--- src/rtl/npu_pkg.sv ---
// Shared NPU datapath constants.
// O_LEN: MAC result width; BUS_W: LSU data bus width.
package npu_pkg;
   localparam int O_LEN = 8;
   localparam int BUS_W = 32;
endpackage

--- src/rtl/npu_sync_fifo.sv ---
// Generic show-ahead synchronous FIFO; head entry is visible on data_o.
// Ports: clk_i, arstn_i, clr_i (sync clear), push_i/data_i, pop_i/data_o,
// empty_o, full_o, cnt_o (occupancy).
module npu_sync_fifo #(
   parameter int W     = 8,
   parameter int DEPTH = 4,
   localparam int AW   = $clog2(DEPTH)
) (
   input  logic          clk_i,
   input  logic          arstn_i,
   input  logic          clr_i,
   input  logic          push_i,
   input  logic [W-1:0]  data_i,
   input  logic          pop_i,
   output logic [W-1:0]  data_o,
   output logic          empty_o,
   output logic          full_o,
   output logic [AW:0]   cnt_o
);

   logic [W-1:0]  mem [DEPTH];
   logic [AW-1:0] wptr;
   logic [AW-1:0] rptr;
   logic          do_push;
   logic          do_pop;

   assign empty_o = (cnt_o == '0);
   assign full_o  = (cnt_o == (AW+1)'(DEPTH));
   // A push on full is accepted only when the head leaves in the same cycle.
   assign do_pop  = pop_i && !empty_o;
   assign do_push = push_i && (!full_o || do_pop);
   // Empty reads as zero so the bus idles at its reset value.
   assign data_o  = empty_o ? '0 : mem[rptr];

   always_ff @(posedge clk_i or negedge arstn_i) begin
      if (!arstn_i) begin
         wptr  <= '0;
         rptr  <= '0;
         cnt_o <= '0;
      end else if (clr_i) begin
         wptr  <= '0;
         rptr  <= '0;
         cnt_o <= '0;
      end else begin
         if (do_push) wptr <= wptr + 1'b1;
         if (do_pop)  rptr <= rptr + 1'b1;
         if (do_push && !do_pop)      cnt_o <= cnt_o + 1'b1;
         else if (do_pop && !do_push) cnt_o <= cnt_o - 1'b1;
      end
   end

   always_ff @(posedge clk_i) begin
      if (do_push && !clr_i) mem[wptr] <= data_i;
   end

endmodule

--- src/rtl/npu_mac_wpack.sv ---
// Packs MAC results little-endian into bus words and queues them for the LSU.
// Ports: t2 result stream in, flush/clear controls, wr_* valid/ready out,
// afull_o / idle_o status, sticky ovf_o on a dropped word.
module npu_mac_wpack #(
   parameter int O_LEN = npu_pkg::O_LEN,
   parameter int BUS_W = npu_pkg::BUS_W,
   parameter int DEPTH = 4
) (
   input  logic               clk_i,
   input  logic               arstn_i,
   input  logic               clear_i,
   input  logic               t2_v_i,
   input  logic [O_LEN-1:0]   t2_i,
   input  logic               flush_i,
   output logic               wr_v_o,
   output logic [BUS_W-1:0]   wr_data_o,
   output logic [BUS_W/8-1:0] wr_be_o,
   input  logic               wr_rdy_i,
   output logic               afull_o,
   output logic               idle_o,
   output logic               ovf_o
);

   localparam int LANES = BUS_W / O_LEN;
   localparam int BEW   = BUS_W / 8;
   localparam int BPL   = O_LEN / 8;
   localparam int LW    = (LANES > 1) ? $clog2(LANES) : 1;
   localparam int AW    = $clog2(DEPTH);

   logic [LW-1:0]        lane;
   logic [BUS_W-1:0]     shadow;
   logic [BUS_W-1:0]     word;
   logic [BEW-1:0]       be;
   logic [LW:0]          fill;
   logic                 full_word;
   logic                 push;
   logic                 pop;
   logic                 fifo_full;
   logic                 fifo_empty;
   logic [AW:0]          cnt;
   logic [BEW+BUS_W-1:0] head;

   // Current result is merged before deciding on a push, so a flush
   // alongside the last lane yields one full word and nothing more.
   always_comb begin
      word = shadow;
      if (t2_v_i) word[lane*O_LEN +: O_LEN] = t2_i;
      full_word = t2_v_i && (lane == LW'(LANES-1));
      fill      = {1'b0, lane} + (LW+1)'(t2_v_i);
      push      = !clear_i && (full_word || (flush_i && fill != '0));
      be        = '0;
      for (int k = 0; k < LANES; k++) begin
         if (k < int'(fill)) be[k*BPL +: BPL] = '1;
      end
   end

   assign pop = !fifo_empty && wr_rdy_i;

   always_ff @(posedge clk_i or negedge arstn_i) begin
      if (!arstn_i) begin
         lane   <= '0;
         shadow <= '0;
         ovf_o  <= 1'b0;
      end else if (clear_i) begin
         lane   <= '0;
         shadow <= '0;
         ovf_o  <= 1'b0;
      end else begin
         // Shadow is zeroed on every push so unfilled lanes read as 0.
         if (push) begin
            lane   <= '0;
            shadow <= '0;
         end else if (t2_v_i) begin
            lane   <= lane + 1'b1;
            shadow <= word;
         end
         if (push && fifo_full && !pop) ovf_o <= 1'b1;
      end
   end

   npu_sync_fifo #(
      .W     (BEW + BUS_W),
      .DEPTH (DEPTH)
   ) u_fifo (
      .clk_i   (clk_i),
      .arstn_i (arstn_i),
      .clr_i   (clear_i),
      .push_i  (push),
      .data_i  ({be, word}),
      .pop_i   (pop),
      .data_o  (head),
      .empty_o (fifo_empty),
      .full_o  (fifo_full),
      .cnt_o   (cnt)
   );

   assign wr_v_o               = !fifo_empty;
   assign {wr_be_o, wr_data_o} = head;
   assign afull_o              = (cnt >= (AW+1)'(DEPTH-1));
   assign idle_o               = fifo_empty && (lane == '0);

endmodule

--- config.mk ---
export PLATFORM = sky130hd
export DESIGN_NAME = npu_mac_wpack
export DESIGN_NICKNAME = d
export VERILOG_FILES = /design/src/rtl/npu_pkg.sv /design/src/rtl/npu_sync_fifo.sv /design/src/rtl/npu_mac_wpack.sv
export SDC_FILE = /design/constraint.sdc
export NUM_CORES = 1
export LEC_CHECK = 0
export ABC_CLOCK_PERIOD_IN_PS = 3400
export CORE_MARGIN = 1
export CORE_UTILIZATION = 35
export CTS_CLUSTER_DIAMETER = 60
export DETAILED_ROUTE_END_ITERATION = 6
export GPL_ROUTABILITY_DRIVEN = 0
export PLACE_DENSITY = 0.59
export SYNTH_ARGS = -nofsm -noshare
export SYNTH_HDL_FRONTEND = slang
export SYNTH_SLANG_ARGS = --single-unit
--- constraint.sdc ---
create_clock -name clk_i -period 3.4 [get_ports clk_i]
set_input_delay 0.68 -clock clk_i [delete_from_list [all_inputs] [get_ports clk_i]]
set_output_delay 0.68 -clock clk_i [all_outputs]
set_load 0.05 [all_outputs]
==> flow_summary.yaml, run 1 <==
critical_path:
  crit_path_top_delay_cell: "clkdlybuf4s50_1"
  cp_cell_sequence: "clkdlybuf4s50_1 > ha_1 > inv_1 > ha_1 > o31ai_2 > a21oi_1 > and3_1 > fa_1 > a22oi_1 > mux2_1"
  cp_top_family: "adder cells"
  path_depth: 10
  cp.required_ns: 3.70
  crit_buf_inv: 2
  cp-end-kind: "register"
  timing.critical_path.mode_cell: "ha_1"
  start_kind: "input pin"
  critical_path_peak_fanout: 2
  r2r_cells: 9
  arrival_ns: 3.24
  slowest_delay_ns: 0.49
  criticalPathCategory: "input pin to register"
power_and_ir_drop:
  p_per_area_nw_per_um2: 746
  p_leak_nw: 3.52
  ir_worst_vdd_mv: 0.370
grt:
  overflow: 0
  grt_max_degree: 43
  antenna_found_initial: 0
  grt_pass1_vias: 4657
  grt_use_total_pct: 15.3
  grt_pass1_wl_um: 25600
die:
  rows: 54
  dieArea_um2: 22800
  die_h_um: 151
  io_pins: 54
  fp.dieW_um: 151
  initial_core_util_pct: 35.6
  core_um2: 21800
clock_network:
  clk_pin_slew_ns: 0.07
  postCtsResizedCells: 0
  cts_buffers: 17
  htree_levels: 4
  post-cts-setup-buffers: 0
  postCtsHoldBufs: 0
  cts-root-buf: "clkbuf_16"
  cts_tree: "built"
  cts_buffer_depth: 2
  cts_sinks: 186
  insertion_delay_ns: 0.42
timing:
  fmax_mhz: 341
  period_share_pct: 86.4
  rsz0062_at_grt: "no"
  slew_headroom_pct: 31.8
  drv_slew: 0
  fin_skew_ns: 0.00670
  tns_ns: 0
  final-setup-viol-count: 0
  hold_violations: 0
  tightest_slew_ns: 1.02
  period_needed_ns: 2.94
logic_synthesis:
  synth_top_family_by_area: "multiplexers"
  synthFlopType: "edfxtp_1"
  synth_nets: 499
  synthAdderAreaFrac_pct: 2.19
  synth.cell_area_um2: 7780
  synth.area.top_cells: "edfxtp_1 (56%), dfrtp_1 (14%), mux4_2 (10%)"
  synth_mux_area_share_pct: 10.7
  yosys_register_bits: 186
  ys_warn_count: 0
  synth.distinct_cells: 40
  synth-xor-area-share_pct: 0.338
  yosysSeqAreaShare_pct: 69.1
  synth_compound_area_share_pct: 7.43
  synth_top_cell_by_area: "edfxtp_1"
  synth.avg_cell_area_um2: 16.5
  async_reset_ff_share_pct: 22.6
  synth-edff-count: 144
  synth_top_area_share_pct: 55.6
  synthSimpleGateAreaFrac_pct: 8.27
  syn_inst: 472
route:
  vias: 4300
  first_pass_iters: 4
  ant_nets: 0
  drc_errors: 0
  vias_per_cell: 5.19
  first_iter_violations: 338
  wl_per_cell_um: 19.4
  wl_um: 16000
min_path:
  hp-class: "input pin to async pin"
cells_and_area:
  antenna_cells: 0
  final_common_cell: "edfxtp_1"
  drive_gt1_share_pct: 22.4
  syn2layout_area_growth_pct: 24.7
  final_cell_mix: "edfxtp_1 (144), dfrtp_1 (41), buf_12 (40)"
  stdcell_count: 829
  nets: 563
  fin_util_pct: 44.4
  n_fill_cell: 1946
placement:
  hpwlAfterDp_um: 9840
  portBuffers: 53
  placed_cells: 797
run:
  cap_violations: 0
outcome:
  outcome: "finished, final reports clean"
## kinds of logic after synthesis
kind of cell               Yosys count
DFF                                186
and+or+nand+nor                    118
AOI/OAI and AO/OA                   77
muxes                               38
buffers and inverters               37
adders and majority gates           13
xor gates and xnor gates             3
## power breakdown
group	internal (W)	leakage, nW	switching, W
logic	0.00116	1.30	0.00145
clock network	0.00123	0.295	0.000825
registers	0.00253	1.93	0.0000397
total	0.00492	3.52	0.00231
## layer usage
| layer | part of all wire, % | vias to the layer above | track usage [%] |
|---|---|---|---|
| met5 | 0 | - | 0 |
| met4 | 1.1 | 0 | 4.65 |
| met3 | 4.9 | 12 | 3.43 |
| met2 | 51 | 98 | 25.9 |
| met1 | 43 | 2226 | 19.5 |
| li1 | - | 1964 | - |
## registers in the layout, summed over array words and instances, names as in the netlist
| name | count |
|---|---|
| u_fifo.cnt_o | 3 |
| lane | 2 |
| u_fifo.mem | 144 |
| shadow | 32 |
| u_fifo.wptr | 2 |
| ovf_o | 1 |
| u_fifo.rptr | 2 |
## final timing paths
check | slack, ns | to | from
worst max-delay path | 0.46 | u_fifo.cnt_o[2] | t2_v_i
worst min-delay path | 0.44 | u_fifo.wptr[1] | arstn_i
worst max register to register | 0.68 | u_fifo.cnt_o[2] | lane[0]
worst min register to register | 0.52 | shadow[30] | shadow[30]
max in group asynchronous | 2.28 | u_fifo.rptr[0] | arstn_i
min in group clk_i | 0.52 | shadow[30] | shadow[30]
## area by class of cell
cell class	count	area (um2)	share of cell area (%)
clock buffer	18	429	4.42
clock inverter	14	195	2.01
inverter	14	52.6	0.542
multi-input combinational	249	2250	23.2
sequential	186	5380	55.4
tap	280	350	3.61
timing repair buffer	68	1050	10.8
## cells in the mapped netlist (9+ instances only)
library cell,count
mux4_2,36
and2_1,39
inv_1,14
nand2_1,10
a21oi_1,9
and3_1,14
edfxtp_1,144
a22oi_1,23
ha_1,12
a22o_1,29
dfrtp_1,42
nor2_1,34
clkbuf_1,12
## worst reg2reg max path: cells and delay by family (launching register included)
kind | cells | cell delay (ns)
muxes | 1 | 0.34
and+or+nand+nor | 1 | 0.22
buffers and inverters | 1 | 0.05
AOI/OAI and AO/OA | 3 | 0.62
DFF | 1 | 0.49
adders and majority gates | 3 | 0.89
## stage by stage
step                      hold WS, ns  setup slack (ns)  area (um2)  total power [W]
after CTS                       0.455             0.475        9700          0.00733
after global placement          0.494            0.0811        9070          0.00524
final                           0.435             0.463        9700          0.00723
after floorplan                 0.384             0.351        7780          0.00407
after global routing            0.513             0.291        9700          0.00752
after detailed placement        0.499            0.0226        9070          0.00527
(Power assumes the default switching activity.)
==> run 2: changes to the inputs <==
Settings changed: CORE_UTILIZATION 35 to 50, PLACE_DENSITY 0.59 to 0.76, RECOVER_POWER set to 50, SLEW_MARGIN set to 20.
==> flow_summary.yaml, run 2 (synthesis gave the netlist of run 1 again) <==
critical_path:
  crit_end: "wr_v_o"
  r2r_start: "lane[0]"
  arrival_ns: 2.38
  critical_path_peak_fanout: 17
  r2r_slack_ns: 0.69
  cp.required_ns: 2.72
  criticalPathCategory: "register to output port"
  r2r_cells: 10
  cp-end-kind: "output port"
  start_kind: "register"
  startpoint: "u_fifo.cnt_o[1]"
  r2r-end: "u_fifo.cnt_o[2]"
die:
  rows: 45
  core_um2: 15200
  fp.dieW_um: 127
  initial_core_util_pct: 51.2
  die_h_um: 127
  io_pins: 54
  dieArea_um2: 16100
clock_network:
  post-cts-setup-buffers: 0
  cts_tree: "built"
  clk_pin_slew_ns: 0.07
  htree_levels: 4
  cts-root-buf: "clkbuf_16"
  cts_sinks: 186
  cts_buffers: 17
  postCtsResizedCells: 0
  insertion_delay_ns: 0.42
  postCtsHoldBufs: 0
  cts_buffer_depth: 2
route:
  wl_per_cell_um: 20.9
  first_iter_violations: 450
  drc_errors: 0
  ant_nets: 0
  first_pass_iters: 5
  vias: 4388
  wl_um: 15500
  vias_per_cell: 5.92
outcome:
  outcome: "finished, violations left"
  violations: "capacitance limit, slew limit"
timing:
  period_share_pct: 90.0
  hold_violations: 0
  final-setup-viol-count: 0
  drv_slew: 43
  fmax_mhz: 327
  tns_ns: 0
  rsz0062_at_grt: "no"
  tightest_slew_ns: 2.31
  fin_skew_ns: 0.00510
  period_needed_ns: 3.06
  slew_headroom_pct: -53.7
grt:
  grt_use_total_pct: 20.6
  grt_pass1_vias: 4454
  grt_pass1_wl_um: 24300
  antenna_found_initial: 0
  grt_max_degree: 43
  overflow: 0
run:
  cap_violations: 1
cells_and_area:
  regArea_um2: 5380
  n_fill_cell: 1120
  finalInstanceArea_um2: 9140
  syn2layout_area_growth_pct: 17.5
  largest_register_ffs: 144
  final_common_cell: "edfxtp_1"
  largest-register: "u_fifo.mem"
  antenna_cells: 0
  drive_gt1_share_pct: 21.3
  reg_top3: "u_fifo.mem x144, shadow x32, u_fifo.cnt_o x3"
  multi_input_area_um2: 2240
  stdcell_count: 741
  nets: 567
  final_cell_mix: "edfxtp_1 (144), dfrtp_1 (41), buf_4 (39)"
power_and_ir_drop:
  p_leak_nw: 3.39
  ir_worst_vdd_mv: 0.364
  power_w: 0.00661
  p_per_area_nw_per_um2: 723
placement:
  portBuffers: 53
  hpwlAfterDp_um: 9850
  placed_cell_area_um2: 8630
  placed_cells: 709
min_path:
  hp-class: "register to register"
-- run 2: area by class of cell --
cell class,instances,share of cell area [%]
Sequential cell,186,58.8
Inverter,14,0.575
Clock inverter,13,1.30
Tap cell,188,2.57
Clock buffer,19,4.73
Timing Repair Buffer,72,7.54
Multi-Input combinational cell,249,24.5
-- run 2: routing by layer --
| metal | vias up | global-route usage [%] | part of all wire [%] |
|---|---|---|---|
| met3 | 26 | 4.43 | 4.9 |
| met2 | 128 | 34.2 | 51 |
| met5 | - | 0 | 0 |
| met4 | 0 | 7.63 | 2.1 |
| li1 | 1973 | - | - |
| met1 | 2261 | 27.2 | 42 |
-- run 2: how the worst min path moves through the flow --
stage	from	to	cells after the start
2_1_floorplan	arstn_i	lane[0]	0
3_3_place_gp	shadow[27]	shadow[27]	1
3_5_place_dp	shadow[29]	shadow[29]	1
4_1_cts	arstn_i	ovf_o	1
5_1_grt	shadow[24]	shadow[24]	1
6_report	ovf_o	ovf_o	2
-- run 2: report_power, final --
| part | switching (W) | internal (W) |
|---|---|---|
| sequential | 0.0000405 | 0.00253 |
| clock | 0.000825 | 0.00101 |
| combinational | 0.00138 | 0.000825 |
-- run 2: through the flow --
stage               setup WS [ns]  utilization [%]  hold slack (ns)
global route                0.170             60.1            0.529
global placement           0.0985             56.7            0.493
finish                      0.340             60.1            0.507
detailed placement         0.0693             56.7            0.497
floorplan                   0.351                -            0.384
CTS                         0.305             60.4            0.420
-- run 2: critical path: stages (launching register included) --
cell,delay [ns]
dfrtp_1,0.43
or3_1,0.70
clkdlybuf4s50_1,0.82
==> run 3: changes to the inputs <==
Settings changed: CORE_UTILIZATION 50 to 55, PLACE_DENSITY 0.76 to 0.82.
==> flow_summary.yaml, run 3 (synthesis gave the netlist of run 1 again) <==
timing:
  period_needed_ns: 3.03
  slew_headroom_pct: -49.7
  rsz0062_at_grt: "no"
  tightest_slew_ns: 2.25
  setup_ws_ns: 0.367
  period_share_pct: 89.2
  drv_slew: 43
  hold_violations: 0
  final-setup-viol-count: 0
  fmax_mhz: 330
  fin_skew_ns: 0.00772
  tns_ns: 0
critical_path:
  start_kind: "input pin"
  criticalPathCategory: "input pin to register"
  critical_path_peak_fanout: 2
  crit_path_top_delay_cell: "dlygate4sd3_1"
  cp_cell_sequence: "dlygate4sd3_1 > ha_1 > inv_1 > ha_1 > o31ai_1 > a21oi_1 > and3_1 > fa_1 > a21oi_1 > a22oi_1 > mux2_1"
  cp.required_ns: 3.71
  crit_buf_inv: 2
  slowest_delay_ns: 0.58
  arrival_ns: 3.35
  cp-end-kind: "register"
  cp_top_family: "adder cells"
route:
  wl_um: 14800
  met2_length_um: 7320
  first_pass_iters: 5
  wl_met3_um: 830
  wl_met1_um: 6130
  first_iter_violations: 467
  vias: 4351
  vias_per_cell: 5.96
  drc_errors: 0
  dr.max_layer_used: "met4"
  ant_nets: 0
  wl_per_cell_um: 20.3
placement:
  portBuffers: 53
  place_ws_ns: 0.0366
  hpwlAfterDp_um: 9050
clock_network:
  cts_buffers: 17
  post-cts-setup-buffers: 0
  cts_sinks: 186
  cts-root-buf: "clkbuf_16"
  cts_buffer_depth: 2
  htree_levels: 4
  postCtsHoldBufs: 0
  postCtsResizedCells: 0
  insertion_delay_ns: 0.43
  clk_pin_slew_ns: 0.07
  cts_tree: "built"
min_path:
  hp-class: "register to register"
power_and_ir_drop:
  p_switching_w: 0.00215
  ir_worst_vdd_mv: 0.336
  pwr-share-clk_pct: 31.1
  p_leak_nw: 3.38
  power_w: 0.00665
  comb_power_share_pct: 30.2
  p_seq_share_pct: 38.7
  p_int_w: 0.00450
  swShare_pct: 32.3
  p_per_area_nw_per_um2: 734
cells_and_area:
  final_common_cell: "edfxtp_1"
  n_fill_cell: 936
  reg_top3: "u_fifo.mem x144, shadow x32, u_fifo.cnt_o x3"
  antenna_cells: 0
  largest-register: "u_fifo.mem"
  syn2layout_area_growth_pct: 16.4
  largest_register_ffs: 144
  nets: 564
  final_cell_mix: "edfxtp_1 (144), buf_4 (46), dfrtp_1 (41)"
  drive_gt1_share_pct: 20.4
  fin_util_pct: 65.5
die:
  initial_core_util_pct: 56.3
  fp.dieW_um: 121
  dieArea_um2: 14600
  core_um2: 13800
  rows: 43
  die_h_um: 121
  io_pins: 54
grt:
  antenna_found_initial: 0
  grt_pass1_wl_um: 23500
  grt_pass1_vias: 4404
  overflow: 0
  grt_max_degree: 43
  grt_use_total_pct: 22.2
outcome:
  violations: "capacitance limit, slew limit"
  outcome: "finished, violations left"
run:
  cap_violations: 1
[run 3: changes by cell type in the layout (fill, tap and decap cells not counted), moves of 2 or more]
cell,before,now
bufinv_16,1,4
clkbuf_1,9,11
buf_12,11,1
buf_4,39,46
clkbuf_8,0,3
clkinvlp_4,4,1
inv_6,4,0
[run 3: tightest hold or removal path, delay by kind of cell, from the launching register on]
| kind | cells | cell delay [ns] |
|---|---|---|
| flip-flops | 1 | 0.34 |
| AND/OR/NAND/NOR | 1 | 0.09 |
| AO/OA/AOI/OAI | 1 | 0.04 |
[run 3: cell type report]
class | instances | area [um2] | area share (%)
well taps | 180 | 225 | 2.49
repair buffers | 69 | 542 | 5.98
clock inverters | 8 | 141 | 1.56
flip-flops and latches | 186 | 5380 | 59.4
inverters | 14 | 52.6 | 0.580
clock buffers | 24 | 482 | 5.32
multi-input cells | 249 | 2240 | 24.7
[run 3: power by group through the flow]
stage | logic (W) | registers, W | clock network [W]
global route | 0.00213 | 0.00259 | 0.00217
global placement | 0.00201 | 0.00262 | 0
CTS | 0.00204 | 0.00258 | 0.00209
floorplan | 0.00147 | 0.00261 | 0
detailed placement | 0.00203 | 0.00262 | 0
finish | 0.00201 | 0.00258 | 0.00207
[run 3: metrics by stage]
| stage | instances | cell area [um2] | hold WS [ns] |
|---|---|---|---|
| after floorplan | 472 | 7780 | 0.384 |
| after global placement | 698 | 8470 | 0.492 |
| after detailed placement | 698 | 8470 | 0.497 |
| after CTS | 730 | 9090 | 0.408 |
| after global routing | 730 | 9060 | 0.529 |
| final | 730 | 9060 | 0.515 |
[run 3: worst paths after layout]
| path | start | to | slack [ns] | depth (start not counted) |
|---|---|---|---|---|
| setup / recovery | t2_v_i | u_fifo.cnt_o[2] | 0.37 | 11 |
| hold / removal | ovf_o | ovf_o | 0.51 | 2 |
| setup reg to reg | lane[0] | u_fifo.cnt_o[2] | 0.68 | 10 |
| hold reg to reg | ovf_o | ovf_o | 0.51 | 2 |
| max in group asynchronous | arstn_i | u_fifo.rptr[0] | 1.05 | 1 |
| min in group asynchronous | arstn_i | ovf_o | 0.90 | 1 |
[run 3: metal layers]
layer / track usage (%) / vias to the layer above
met3: 4.56 / 36
met5: 0 / -
met4: 11.3 / 0
met2: 35.1 / 160
met1: 29.4 / 2195
li1: - / 1960
